## src/rtl/csr_unit.sv

```systemverilog
// csr_unit: machine-mode CSR file with req/ack read-modify-write access, 64-bit counters and trap capture
module csr_unit #(
    parameter int unsigned XLEN        = 32,
    parameter int unsigned NUM_SCRATCH = 4,
    parameter int unsigned HART_ID     = 0,
    parameter int unsigned VENDOR_ID   = 0,
    parameter logic [31:0] MISA_VAL    = 32'h40000100
) (
    input  logic            clk_i,
    input  logic            rstn_i,
    input  logic            req_i,
    input  logic [1:0]      op_i,
    input  logic [11:0]     addr_i,
    input  logic [XLEN-1:0] wdata_i,
    output logic [XLEN-1:0] rdata_o,
    output logic            ack_o,
    output logic            busy_o,
    output logic            illegal_o,
    input  logic            trap_i,
    input  logic [XLEN-1:0] trap_pc_i,
    input  logic [XLEN-1:0] trap_cause_i,
    input  logic [XLEN-1:0] trap_val_i,
    input  logic            mret_i,
    input  logic            retire_i,
    input  logic            irq_timer_i,
    output logic            irq_en_o,
    output logic            irq_timer_en_o,
    output logic [XLEN-1:0] mtvec_o,
    output logic [XLEN-1:0] mepc_o,
    output logic            tags_en_o,
    output logic            tags_if_en_o,
    output logic            tags_irq_clear_o
);
    localparam logic [0:0] S_IDLE = 1'b0;
    localparam logic [0:0] S_RESP = 1'b1;
    localparam logic [11:0] A_MSTATUS  = 12'h300;
    localparam logic [11:0] A_MISA     = 12'h301;
    localparam logic [11:0] A_MIE      = 12'h304;
    localparam logic [11:0] A_MTVEC    = 12'h305;
    localparam logic [11:0] A_MSCRATCH = 12'h340;
    localparam logic [11:0] A_MEPC     = 12'h341;
    localparam logic [11:0] A_MCAUSE   = 12'h342;
    localparam logic [11:0] A_MTVAL    = 12'h343;
    localparam logic [11:0] A_MIP      = 12'h344;
    localparam logic [11:0] A_MCYCLE   = 12'hB00;
    localparam logic [11:0] A_MINSTRET = 12'hB02;
    localparam logic [11:0] A_MCYCLEH  = 12'hB80;
    localparam logic [11:0] A_MINSTRH  = 12'hB82;
    localparam logic [11:0] A_MVENDOR  = 12'hF11;
    localparam logic [11:0] A_MHARTID  = 12'hF14;
    localparam logic [11:0] A_MTAGS    = 12'h7C0;
    localparam logic [11:0] A_SCR0     = 12'h7C8;
    localparam logic [XLEN-1:0] ALIGN  = ~XLEN'(3);

    logic [0:0]      state_q, state_d;
    logic [1:0]      op_q;
    logic [11:0]     addr_q;
    logic [XLEN-1:0] wdata_q;
    logic            mie_q, mie_d, mpie_q, mpie_d, mtie_q;
    logic [XLEN-1:0] mtvec_q, mscratch_q, mepc_q, mepc_d, mcause_q, mcause_d, mtval_q, mtval_d;
    logic [63:0]     mcycle_q, mcycle_d, minstret_q, minstret_d;
    logic            tags_en_q, tags_if_en_q, tags_clr_q;
    logic [XLEN-1:0] scratch_q [NUM_SCRATCH];
    logic            resp, legal, ro, commit;
    logic [XLEN-1:0] old_val, new_val;
    logic            we_mstatus, we_mie, we_mtvec, we_mscratch, we_mepc, we_mcause, we_mtval, we_tags;
    logic            we_cyc_lo, we_cyc_hi, we_ins_lo, we_ins_hi;

    assign resp        = (state_q == S_RESP);
    assign commit      = resp && legal && (op_q != 2'b00);
    assign new_val     = (op_q == 2'b01) ? wdata_q :
                         (op_q == 2'b10) ? (old_val | wdata_q) :
                         (op_q == 2'b11) ? (old_val & ~wdata_q) : old_val;
    assign we_mstatus  = commit && (addr_q == A_MSTATUS);
    assign we_mie      = commit && (addr_q == A_MIE);
    assign we_mtvec    = commit && (addr_q == A_MTVEC);
    assign we_mscratch = commit && (addr_q == A_MSCRATCH);
    assign we_mepc     = commit && (addr_q == A_MEPC);
    assign we_mcause   = commit && (addr_q == A_MCAUSE);
    assign we_mtval    = commit && (addr_q == A_MTVAL);
    assign we_tags     = commit && (addr_q == A_MTAGS);
    assign we_cyc_lo   = commit && (addr_q == A_MCYCLE);
    assign we_cyc_hi   = commit && (addr_q == A_MCYCLEH);
    assign we_ins_lo   = commit && (addr_q == A_MINSTRET);
    assign we_ins_hi   = commit && (addr_q == A_MINSTRH);

    assign rdata_o          = (resp && legal) ? old_val : '0;
    assign ack_o            = resp;
    assign busy_o           = resp;
    assign illegal_o        = resp && !legal;
    assign irq_en_o         = mie_q;
    assign irq_timer_en_o   = mtie_q;
    assign mtvec_o          = mtvec_q;
    assign mepc_o           = mepc_q;
    assign tags_en_o        = tags_en_q;
    assign tags_if_en_o     = tags_if_en_q;
    assign tags_irq_clear_o = tags_clr_q;

    // Address decode: current value of the latched CSR and whether the access is allowed
    always_comb begin
        old_val = '0;
        legal   = 1'b1;
        ro      = 1'b0;
        case (addr_q)
            A_MSTATUS:  old_val = XLEN'({mpie_q, 3'b000, mie_q, 3'b000});
            A_MISA:     old_val = XLEN'(MISA_VAL);
            A_MIE:      old_val = XLEN'({mtie_q, 7'd0});
            A_MTVEC:    old_val = mtvec_q;
            A_MSCRATCH: old_val = mscratch_q;
            A_MEPC:     old_val = mepc_q;
            A_MCAUSE:   old_val = mcause_q;
            A_MTVAL:    old_val = mtval_q;
            A_MIP:      begin old_val = XLEN'({irq_timer_i, 7'd0}); ro = 1'b1; end
            A_MCYCLE:   old_val = XLEN'(mcycle_q);
            A_MINSTRET: old_val = XLEN'(minstret_q);
            A_MCYCLEH:  begin old_val = XLEN'(mcycle_q[63:32]); legal = (XLEN == 32); end
            A_MINSTRH:  begin old_val = XLEN'(minstret_q[63:32]); legal = (XLEN == 32); end
            A_MVENDOR:  begin old_val = XLEN'(VENDOR_ID); ro = 1'b1; end
            A_MHARTID:  begin old_val = XLEN'(HART_ID); ro = 1'b1; end
            A_MTAGS:    old_val = XLEN'({tags_if_en_q, 1'b0, tags_en_q});
            default:    legal = 1'b0;
        endcase
        for (int i = 0; i < NUM_SCRATCH; i++)
            if (addr_q == 12'(A_SCR0 + i)) begin
                old_val = scratch_q[i];
                legal   = 1'b1;
            end
        if (ro && op_q != 2'b00) legal = 1'b0;
    end

    // Next state: trap beats mret beats a CSR commit for the trap-owned registers; counter writes pause counting
    always_comb begin
        state_d    = (state_q == S_IDLE && req_i) ? S_RESP : S_IDLE;
        mie_d      = trap_i ? 1'b0 : mret_i ? mpie_q : we_mstatus ? new_val[3] : mie_q;
        mpie_d     = trap_i ? mie_q : mret_i ? 1'b1 : we_mstatus ? new_val[7] : mpie_q;
        mepc_d     = trap_i ? (trap_pc_i & ALIGN) : (we_mepc && !mret_i) ? (new_val & ALIGN) : mepc_q;
        mcause_d   = trap_i ? trap_cause_i : (we_mcause && !mret_i) ? new_val : mcause_q;
        mtval_d    = trap_i ? trap_val_i : (we_mtval && !mret_i) ? new_val : mtval_q;
        mcycle_d   = we_cyc_lo ? ((XLEN == 64) ? 64'(new_val) : {mcycle_q[63:32], new_val[31:0]}) :
                     we_cyc_hi ? {new_val[31:0], mcycle_q[31:0]} : mcycle_q + 64'd1;
        minstret_d = we_ins_lo ? ((XLEN == 64) ? 64'(new_val) : {minstret_q[63:32], new_val[31:0]}) :
                     we_ins_hi ? {new_val[31:0], minstret_q[31:0]} : minstret_q + {63'd0, retire_i};
    end

    // Access FSM and request latch
    always_ff @(posedge clk_i or negedge rstn_i) begin
        if (!rstn_i) begin
            state_q <= S_IDLE;
            op_q    <= '0;
            addr_q  <= '0;
            wdata_q <= '0;
        end else begin
            state_q <= state_d;
            if (state_q == S_IDLE && req_i) begin
                op_q    <= op_i;
                addr_q  <= addr_i;
                wdata_q <= wdata_i;
            end
        end
    end

    // CSR storage, counters and the mtags clear pulse
    always_ff @(posedge clk_i or negedge rstn_i) begin
        if (!rstn_i) begin
            mie_q        <= 1'b0;
            mpie_q       <= 1'b0;
            mtie_q       <= 1'b0;
            mtvec_q      <= '0;
            mscratch_q   <= '0;
            mepc_q       <= '0;
            mcause_q     <= '0;
            mtval_q      <= '0;
            mcycle_q     <= '0;
            minstret_q   <= '0;
            tags_en_q    <= 1'b0;
            tags_if_en_q <= 1'b0;
            tags_clr_q   <= 1'b0;
            for (int i = 0; i < NUM_SCRATCH; i++) scratch_q[i] <= '0;
        end else begin
            mie_q      <= mie_d;
            mpie_q     <= mpie_d;
            mepc_q     <= mepc_d;
            mcause_q   <= mcause_d;
            mtval_q    <= mtval_d;
            mcycle_q   <= mcycle_d;
            minstret_q <= minstret_d;
            tags_clr_q <= we_tags && new_val[1];
            if (we_mie) mtie_q <= new_val[7];
            if (we_mtvec) mtvec_q <= new_val & ALIGN;
            if (we_mscratch) mscratch_q <= new_val;
            if (we_tags) begin
                tags_en_q    <= new_val[0];
                tags_if_en_q <= new_val[2];
            end
            for (int i = 0; i < NUM_SCRATCH; i++)
                if (commit && addr_q == 12'(A_SCR0 + i)) scratch_q[i] <= new_val;
        end
    end
endmodule
```

## config.mk

```make
export PLATFORM = sky130hd
export DESIGN_NAME = csr_unit
export DESIGN_NICKNAME = d
export VERILOG_FILES = /design/src/rtl/csr_unit.sv
export SDC_FILE = /design/constraint.sdc
export NUM_CORES = 1
export LEC_CHECK = 0
export CORE_UTILIZATION = 35
export CTS_CLUSTER_DIAMETER = 150
export CTS_CLUSTER_SIZE = 10
export DETAILED_ROUTE_END_ITERATION = 10
export PLACE_DENSITY_LB_ADDON = 0.2
export SLEW_MARGIN = 20
export SYNTH_ARGS = -nofsm -noshare
export SYNTH_HDL_FRONTEND = slang
export SYNTH_SLANG_ARGS = --single-unit
```

## constraint.sdc

```tcl
create_clock -name clk_i -period 4.77 [get_ports clk_i]
set_clock_uncertainty 0.15 [all_clocks]
set_input_delay 0.7155 -clock clk_i [delete_from_list [all_inputs] [get_ports clk_i]]
set_output_delay 0.7155 -clock clk_i [all_outputs]
set_load 0.005 [all_outputs]
```

# Yosys cells after proc, flatten, opt, wreduce, memory -nomap -nowiden
# Index checks and enable logic that the tools add are counted.
[totals]
register_bits = 467
latchBits = 0
ramBits = 0
mem_bits_ro = 0
in_bits = 149
out_inout_bits = 104
elab_cells = 121
mem_count = 0
[classes]
addsub = 2
multipliers = 0
div_mod_pow = 0
magnitude_cmp = 0
n_eq_ne = 25
shifts = 0
muxes = 33
n_bitwise = 4
reduce_logical = 34
[op_table]
columns = ["op", "count"]
rows = [
  ["$mux W32", 16],
  ["$pmux W32 S14", 1],
  ["$mux W64", 2],
  ["$eq A12 B10 Y1 const B", 9],
  ["$eq A12 B12 Y1 const B", 6],
  ["$add A64 B1 Y64", 1],
  ["$add A64 B1 Y64 const B", 1],
  ["$eq A12 B11 Y1 const B", 5],
  ["$and A32 B32 Y32", 1],
  ["$not A32 Y32", 1],
  ["$or A32 B32 Y32", 1],
  ["$logic_and A1 B1 Y1", 25],
  ["$reduce_or A16 Y1", 1],
  ["$mux W1", 14],
  ["$reduce_bool A2 Y1", 4],
  ["$eq A2 B2 Y1 const B", 2],
  ["$ne A2 B2 Y1 const B", 2],
  ["$reduce_bool A3 Y1", 1],
  ["$reduce_or A3 Y1", 1],
  ["$eq A2 B1 Y1 const B", 1],
  ["$logic_not A1 Y1", 2],
  ["$not A1 Y1", 1],
]

# Logic depth before layout (Yosys ltp)
# Gate-level depths: netlist (run 1).
[depth]
word_depth = 14
depth_mapped = 14
depth_no_buf = 10

# Worst setup path before layout (run 1)
# OpenSTA, ideal clock, no wires.
[synth_path]
path_type = "register to output"
startpoint = "reg addr_q[5]"
endpoint = "out rdata_o[26]"
arrival_time_ns = 2.606
required_time_ns = 3.905
path_slack_ns = 1.298
path_stages_with_launch = 11
path_buffers = 3
path_cell_list = "dfrtp_1 buf_2 or4b_4 nor2_1 o41ai_1 o2111ai_1 o31a_1 nand2_1 buf_2 buf_1 a211oi_1"
[synth_via]
elab_chain_len = 10
word_cells_on_any_way = 37
cone_classes = "20 x eq/ne; 13 x mux; 4 x reduce/logical"
[synth_rtl]
columns = ["element", "line_no", "rtl"]
rows = [
  ["start, declared", "57", "logic [11:0] addr_q;"],
  ["start signal, assigned", "156", "addr_q <= addr_i;"],
  ["$eq A12 B10 Y1 (tied with other cells)", "104", "case (addr_q)"],
  ["$reduce_or A16 Y1 (no line)", "--", ""],
  ["$mux W1", "104", ""],
  ["$mux W1 (4 in a row)", "124", "if (addr_q == 12'(A_SCR0 + i)) begin"],
  ["$mux W1", "128", "if (ro && op_q != 2'b00) legal = 1'b0;"],
  ["$logic_and A1 B1 Y1", "87", "assign rdata_o = (resp && legal) ? old_val : '0;"],
  ["$mux W32 *", "87", ""],
  ["end, declared", "15", "output logic [XLEN-1:0] rdata_o,"],
]
# Mark *: on every way between the ends. The rest lies on a longest branch, timed or not.

# Worst setup path after layout (run 1)
[layout_path]
startpoint = "reg addr_q[2]"
endpoint = "out rdata_o[30]"
# The elaborated chain is that of the path after synthesis.

==> results of run 1 <==
==> final cells by class <==
| cell class | count | area, µm² | area share |
|---|---|---|---|
| multi-input cells | 2212 | 13410 | 0.4159 |
| flip-flops and latches | 465 | 11650 | 0.3613 |
| repair buffers | 475 | 4462 | 0.1384 |
| clock buffers | 55 | 1313 | 0.04070 |
| well taps | 959 | 1200 | 0.03721 |
| inverters | 36 | 135.1 | 0.004190 |
| clock inverters | 4 | 76.32 | 0.002367 |
==> how the worst max path moves through the flow <==
stage | startpoint | endpoint | slack [ns] | cells after the start
finish | addr_q[2] | rdata_o[30] | -0.005 | 9
global placement | addr_q[6] | rdata_o[20] | 0.25 | 11
CTS | addr_q[4] | rdata_o[20] | -0.008 | 12
detailed placement | addr_q[6] | rdata_o[20] | 0.32 | 11
global route | addr_q[1] | rdata_o[20] | -0.07 | 10
floorplan | addr_q[5] | rdata_o[26] | 1.30 | 10
==> repair_timing <==
action | CTS | global route
endpoints found under the hold margin | 0 | 0
gates resized for setup | 42 | 29
setup buffers | 12 | 11
cloned | 1 | 0
pin swaps | 9 | 4
setup endpoints to repair | 28 | 28
hold buffers | 0 | 0
==> sequential cells by signal (all words and copies together) (netlist names), 2 cells and up <==
| register | flops |
|---|---|
| op_q | 2 |
| mepc_o | 30 |
| mtval_q | 32 |
| addr_q | 12 |
| mcycle_q | 64 |
| mscratch_q | 32 |
| scratch_q | 128 |
| minstret_q | 64 |
| mcause_q | 32 |
| wdata_q | 32 |
| mtvec_o | 30 |
==> cell usage in the layout, fill, tap and decap left out, types with 61 or more instances in the layout <==
master / count
sky130_fd_sc_hd__o21ai_0: 337
sky130_fd_sc_hd__nor3_1: 71
sky130_fd_sc_hd__dfrtp_1: 453
sky130_fd_sc_hd__clkdlybuf4s50_1: 244
sky130_fd_sc_hd__buf_4: 202
sky130_fd_sc_hd__nand3_1: 62
sky130_fd_sc_hd__nand2_1: 394
sky130_fd_sc_hd__a21oi_1: 230
sky130_fd_sc_hd__and3_1: 72
sky130_fd_sc_hd__nor2_1: 185
sky130_fd_sc_hd__o21ai_1: 69
sky130_fd_sc_hd__mux2i_1: 61
sky130_fd_sc_hd__a22oi_1: 68
==> routing by layer <==
| layer | up-vias | share of wire | GRT usage |
|---|---|---|---|
| met4 | 4 | 0.037 | 0.1129 |
| met3 | 238 | 0.10 | 0.06232 |
| met1 | 13060 | 0.42 | 0.4462 |
| met2 | 1426 | 0.44 | 0.4816 |
| met5 | - | 0.00022 | 0 |
| li1 | 11330 | - | - |
==> kinds of logic (layout without fill, tap and decap cells) <==
kind of cell,Yosys count,count (layout),share of synthesized area
other cells,1,4,0.0001443
mux,114,114,0.04688
xor+xnor,67,67,0.02257
simple gates,1037,1037,0.2011
compound gates,987,987,0.2314
buf+inv,287,570,0.04885
flops,465,465,0.4476
fa+ha+maj,3,3,0.001444
==> critical path: cells and delay by family (launching register included) <==
family | cells | cell delay [ns]
AO/OA/AOI/OAI | 2 | 0.42
flip-flops | 1 | 0.45
buffers and inverters | 2 | 0.71
AND/OR/NAND/NOR | 5 | 1.66
==> power groups by stage <==
| stage | Sequential, mW | Combinational, mW | Clock, mW |
|---|---|---|---|
| 3_3_place_gp | 4.55 | 1.82 | 0 |
| 4_1_cts | 4.49 | 1.87 | 3.71 |
| 3_5_place_dp | 4.56 | 1.84 | 0 |
| 6_report | 4.51 | 1.95 | 3.67 |
| 2_1_floorplan | 4.41 | 0.947 | 0 |
| 5_1_grt | 4.53 | 2.05 | 3.85 |
==> stage by stage <==
step | TNS (ns) | hold WS, ns
2_1_floorplan | 0 | 0.2699
3_5_place_dp | 0 | 0.3146
5_1_grt | -0.1364 | 0.05873
4_1_cts | -0.008379 | 0.04405
6_report | -0.005339 | -0.03895
3_3_place_gp | 0 | 0.3047
==> results.json, run 1 <==
{
  "run_status": "complete, but fails checks",
  "failing_checks": "design-rule violations, negative hold slack, negative setup slack",
  "grt_first_pass_wirelength_mm": 175.2,
  "area_growth_syn_to_layout_pct": 24.05,
  "viasPerCell": 6.197,
  "synth_top_area_share": 0.4476,
  "p_clk_frac": 0.363,
  "route.antenna.remaining_nets": 0,
  "setup.worst_path.class": "reg -> out",
  "instances_no_fill": 4206,
  "stdcell_area_um2": 32250,
  "synthMostInstantiatedCell": "sky130_fd_sc_hd__dfrtp_1",
  "hold_viol": 9,
  "switching_share": 0.3241,
  "final_layout_size_suffix_gt1_frac": 0.1411,
  "timing.reg2reg.worst_path_depth": 10,
  "syn_avg_cell_area_um2": 8.780,
  "post_dp_cell_area_um2": 30330,
  "floorplan_core_area_um2": 73210,
  "share_comb_of_total_power": 0.192,
  "synth.yosys.seq_area_share": 0.4476,
  "initial_utilization": 0.3551,
  "fin_worst_hold_slack_ns": -0.03895,
  "power_leakage_nw": 13.44,
  "final_max_slew_viol_count": 0,
  "fill_cells": 7082,
  "synth_largest_area_cell": "sky130_fd_sc_hd__dfrtp_1",
  "worst_skew_pair.late_latency_ns": 0.65,
  "detailedRoute.firstIterationViolations": 3650,
  "place_hpwl_mm": 86.97,
  "grt_setup_unrepaired": "true",
  "worst_path_largest_cell_delay_ns": 0.91,
  "floorplan.die.width_um": 274.5,
  "synth_area_um2": 26000,
  "dp.cells": 4123,
  "synth_top_flop_cell": "sky130_fd_sc_hd__dfrtp_1",
  "pre_cts_slack_ns": 0.3215,
  "wl_per_cell_um": 28.76,
  "net-switching-power_mw": 3.284,
  "start_kind": "flop",
  "arrival_ns": 3.91,
  "worst_slack_setup_final_ns": -0.005339,
  "synth_common_cells": "sky130_fd_sc_hd__dfrtp_1, sky130_fd_sc_hd__nand2_1, sky130_fd_sc_hd__o21ai_0",
  "first_global_vias": 25090,
  "diodes": 0,
  "place.gp.congestion": 0.9814,
  "critical_path.reg2reg.startpoint": "addr_q[7]",
  "htree_num_levels": 2,
  "cts_tree": "built",
  "tritoncts.num_buffers": 52,
  "finalNetCount": 3394,
  "drc_violations_left": 1,
  "clockRootBuffer": "sky130_fd_sc_hd__clkbuf_16",
  "number_of_cell_rows": 99,
  "relSlewSlack": 0.2748,
  "worst-slew-pin-transition_ns": 1.087,
  "synth_edf_count": 0,
  "antenna_found_initial": 3,
  "detail_route.wirelength_mm": 121.0,
  "worstPathMaxFanout": 17,
  "timing.max_cap.violations": 0,
  "worstHoldPathType": "in -> async",
  "design.portCount": 253,
  "p_per_cell_area_nw_per_um2": 314.1,
  "cts.clk_slew.worst_paths_ns": 0.07,
  "crit_path_top_delay_cell": "sky130_fd_sc_hd__nor4_1",
  "global_route.usage.total": 0.3168,
  "power.share.sequential": 0.445,
  "number_of_buffers_between_clock_root_and_the_deepest_sink": 3,
  "cts.sinks": 465,
  "clock.fmax_ghz": 0.2094,
  "yosys_warnings": 0,
  "num_vias": 26060,
  "highest_ir_drop_seen_on_vdd_uv": 254.6,
  "syn-instance-count": 2961,
  "height_of_the_die_um": 274.5,
  "setup_viol": 1,
  "grt_start_max_net_pins": 106,
  "numPortBuffers": 246,
  "netlist-cell-type-count": 98,
  "finalCoreUtilization": 0.4405,
  "worst_ep_required_time_ns": 3.90,
  "power_report.internal_total_mw": 6.847,
  "post_synth_main_area_contributors": "sky130_fd_sc_hd__dfrtp_1, sky130_fd_sc_hd__o21ai_0, sky130_fd_sc_hd__nand2_1",
  "reg2reg_setup_slack_ns": 0.70,
  "finalCritPeriodShare": 1.001,
  "gr-total-overflow": 0,
  "drt-pass1-iter-count": 11,
  "async_flop_share": 1.000,
  "worstReg2RegEnd": "mscratch_q[28]",
  "die_area_um2": 75370,
  "finalPower_mw": 10.13,
  "timing.critical_path.cells": "buf_6, nand2b_2, nor4_1, o21bai_1, nor4_2, o21ai_1, nand2_1, nor2_1, clkdlybuf4s50_1",
  "end_kind": "output pin",
  "final_period_minus_worst_setup_slack_ns": 4.775,
  "synth-seq-cells": 465
}
Power figures use the tool's default switching activity.
==> run 2, diff against run 1 <==
--- a/config.mk
+++ b/config.mk
@@ -5,10 +5,13 @@
 export SDC_FILE = /design/constraint.sdc
 export NUM_CORES = 1
 export LEC_CHECK = 0
+export CELL_PAD_IN_SITES_DETAIL_PLACEMENT = 1
+export CELL_PAD_IN_SITES_GLOBAL_PLACEMENT = 2
 export CORE_UTILIZATION = 35
 export CTS_CLUSTER_DIAMETER = 150
 export CTS_CLUSTER_SIZE = 10
 export DETAILED_ROUTE_END_ITERATION = 10
+export DONT_BUFFER_PORTS = 1
 export PLACE_DENSITY_LB_ADDON = 0.2
 export SLEW_MARGIN = 20
 export SYNTH_ARGS = -nofsm -noshare
==> results.json, run 2 (synthesized netlist as in run 1, its figures left out) <==
{
  "gr-total-overflow": 0,
  "failing_checks": "design-rule violations, negative hold slack, max-slew violations",
  "cts.sinks": 465,
  "initial_utilization": 0.3551,
  "setup_viol": 0,
  "fin_worst_hold_slack_ns": -0.3234,
  "global_route.usage.total": 0.3376,
  "place_hpwl_mm": 92.89,
  "layout_commonest_cell": "sky130_fd_sc_hd__dfrtp_1",
  "design.portCount": 253,
  "worstPathMaxFanout": 15,
  "worst_skew_pair.late_latency_ns": 0.65,
  "most-common-layout-cells": "sky130_fd_sc_hd__dfrtp_1, sky130_fd_sc_hd__nand2_1, sky130_fd_sc_hd__o21ai_0, sky130_fd_sc_hd__a21oi_1, sky130_fd_sc_hd__buf_4",
  "cts.clk_slew.worst_paths_ns": 0.06,
  "worst_path_largest_cell_delay_ns": 0.71,
  "worst_slack_setup_final_ns": 0.05543,
  "setup.worst_path.class": "reg -> out",
  "largestRegisters": "scratch_q (128), mcycle_q (64), minstret_q (64)",
  "relSlewSlack": -1.385,
  "height_of_the_die_um": 274.5,
  "drt-pass1-iter-count": 9,
  "route.antenna.remaining_nets": 0,
  "drc_violations_left": 4,
  "worst_ep_required_time_ns": 3.90,
  "final_period_minus_worst_setup_slack_ns": 4.715,
  "highest_ir_drop_seen_on_vdd_uv": 331.1,
  "detailedRoute.firstIterationViolations": 2414,
  "timing.max_cap.violations": 0,
  "wl_per_cell_um": 32.51,
  "pre_cts_slack_ns": 0.4547,
  "number_of_cell_rows": 99,
  "worstHoldPathType": "in -> async",
  "tritoncts.num_buffers": 52,
  "detail_route.wirelength_mm": 128.2,
  "start_kind": "flop",
  "end_kind": "output pin",
  "place.gp.congestion": 0.9330,
  "run_status": "complete, but fails checks",
  "cts_tree": "built",
  "arrival_ns": 3.85,
  "die_area_um2": 75370,
  "hold_viol": 110,
  "worst-slew-pin-transition_ns": 3.578,
  "final_max_slew_viol_count": 381,
  "grt_start_max_net_pins": 466,
  "num_vias": 25300,
  "viasPerCell": 6.415,
  "power_leakage_nw": 12.30,
  "crit_path_top_delay_cell": "sky130_fd_sc_hd__or4b_1",
  "dp.cells": 3879,
  "clock.fmax_ghz": 0.2121,
  "finalCritPeriodShare": 0.9884,
  "antenna_found_initial": 7,
  "area_growth_syn_to_layout_pct": 12.79,
  "finalNetCount": 3127,
  "first_global_vias": 25420,
  "floorplan_core_area_um2": 73210,
  "floorplan.die.width_um": 274.5,
  "clockRootBuffer": "sky130_fd_sc_hd__clkbuf_16",
  "largest_reg_flops": 128,
  "number_of_buffers_between_clock_root_and_the_deepest_sink": 3,
  "critical_path.most_common_cell": "sky130_fd_sc_hd__buf_4",
  "htree_num_levels": 2,
  "registers.top_by_ff_count": "scratch_q",
  "p_per_cell_area_nw_per_um2": 334.3,
  "timing.critical_path.cells": "or4b_1, buf_4, nor3_4, buf_4, a221o_1, a2111oi_1, nor3_1, buf_4",
  "grt_first_pass_wirelength_mm": 184.4,
  "final_layout_size_suffix_gt1_frac": 0.1322,
  "instances_no_fill": 3944,
  "fill_cells": 8417,
  "numPortBuffers": 0
}
## run 2: worst max-delay path: cells and delay by family (launching register included)
family | cells | cell delay [ns]
AOI/OAI and AO/OA | 2 | 0.60
buffers and inverters | 3 | 0.67
DFF | 1 | 0.60
and+or+nand+nor | 3 | 1.32
## run 2: per-layer routing
metal | share of wire | up-vias | global-route usage
li1 | - | 10810 | -
met1 | 0.44 | 13250 | 0.4747
met5 | 0.00028 | - | 0
met4 | 0.032 | 6 | 0.1045
met2 | 0.45 | 1027 | 0.5304
met3 | 0.073 | 205 | 0.05455
## run 2: final timing paths
path | startpoint | to | slack (ns) | depth (start not counted)
hold / removal | rstn_i | mcycle_q[2] | -0.32 | 0
max in group asynchronous | rstn_i | scratch_q[111] | 2.03 | 0
setup reg to reg | addr_q[2] | mcycle_q[16] | 0.63 | 11
setup / recovery | addr_q[0] | rdata_o[14] | 0.06 | 8
min in group clk_i | trap_cause_i[13] | mcause_q[13] | 0.04 | 1
hold reg to reg | scratch_q[72] | scratch_q[72] | 0.33 | 2
## run 2: cell type report
type	count	area (µm²)	area share
inverters	36	136.4	0.004651
repair buffers	208	1690	0.05765
diodes	5	12.51	0.0004267
well taps	959	1200	0.04092
clock inverters	4	76.32	0.002603
flip-flops and latches	465	11640	0.3971
multi-input cells	2212	13250	0.4518
clock buffers	55	1313	0.04476
## run 2: power by group
part	leakage, nW	internal, mW	switching [mW]
clock	0.672	1.94	1.73
combinational	5.65	0.539	1.04
sequential	5.98	4.17	0.378
total	12.3	6.65	3.16
## run 2: per-stage QoR
step	TNS, ns	power (mW)	hold slack [ns]	area [µm²]	utilization
CTS	0	9.816	-0.3452	29260	0.3997
floorplan	0	5.354	0.2699	26010	-
detailed placement	0	6.149	0.3150	27860	0.3806
finish	0	9.803	-0.3234	29320	0.4005
global route	-0.001414	10.11	-0.3521	29310	0.4004
global placement	0	6.104	0.3038	27860	0.3806
## run 2: repair_timing
| action | CTS | global route |
|---|---|---|
| pin swaps | 0 | 2 |
| setup endpoints to repair | 13 | 11 |
| resized for setup | 2 | 12 |
| hold endpoints to repair | 465 | 465 |
| buffers inserted | 1 | 0 |
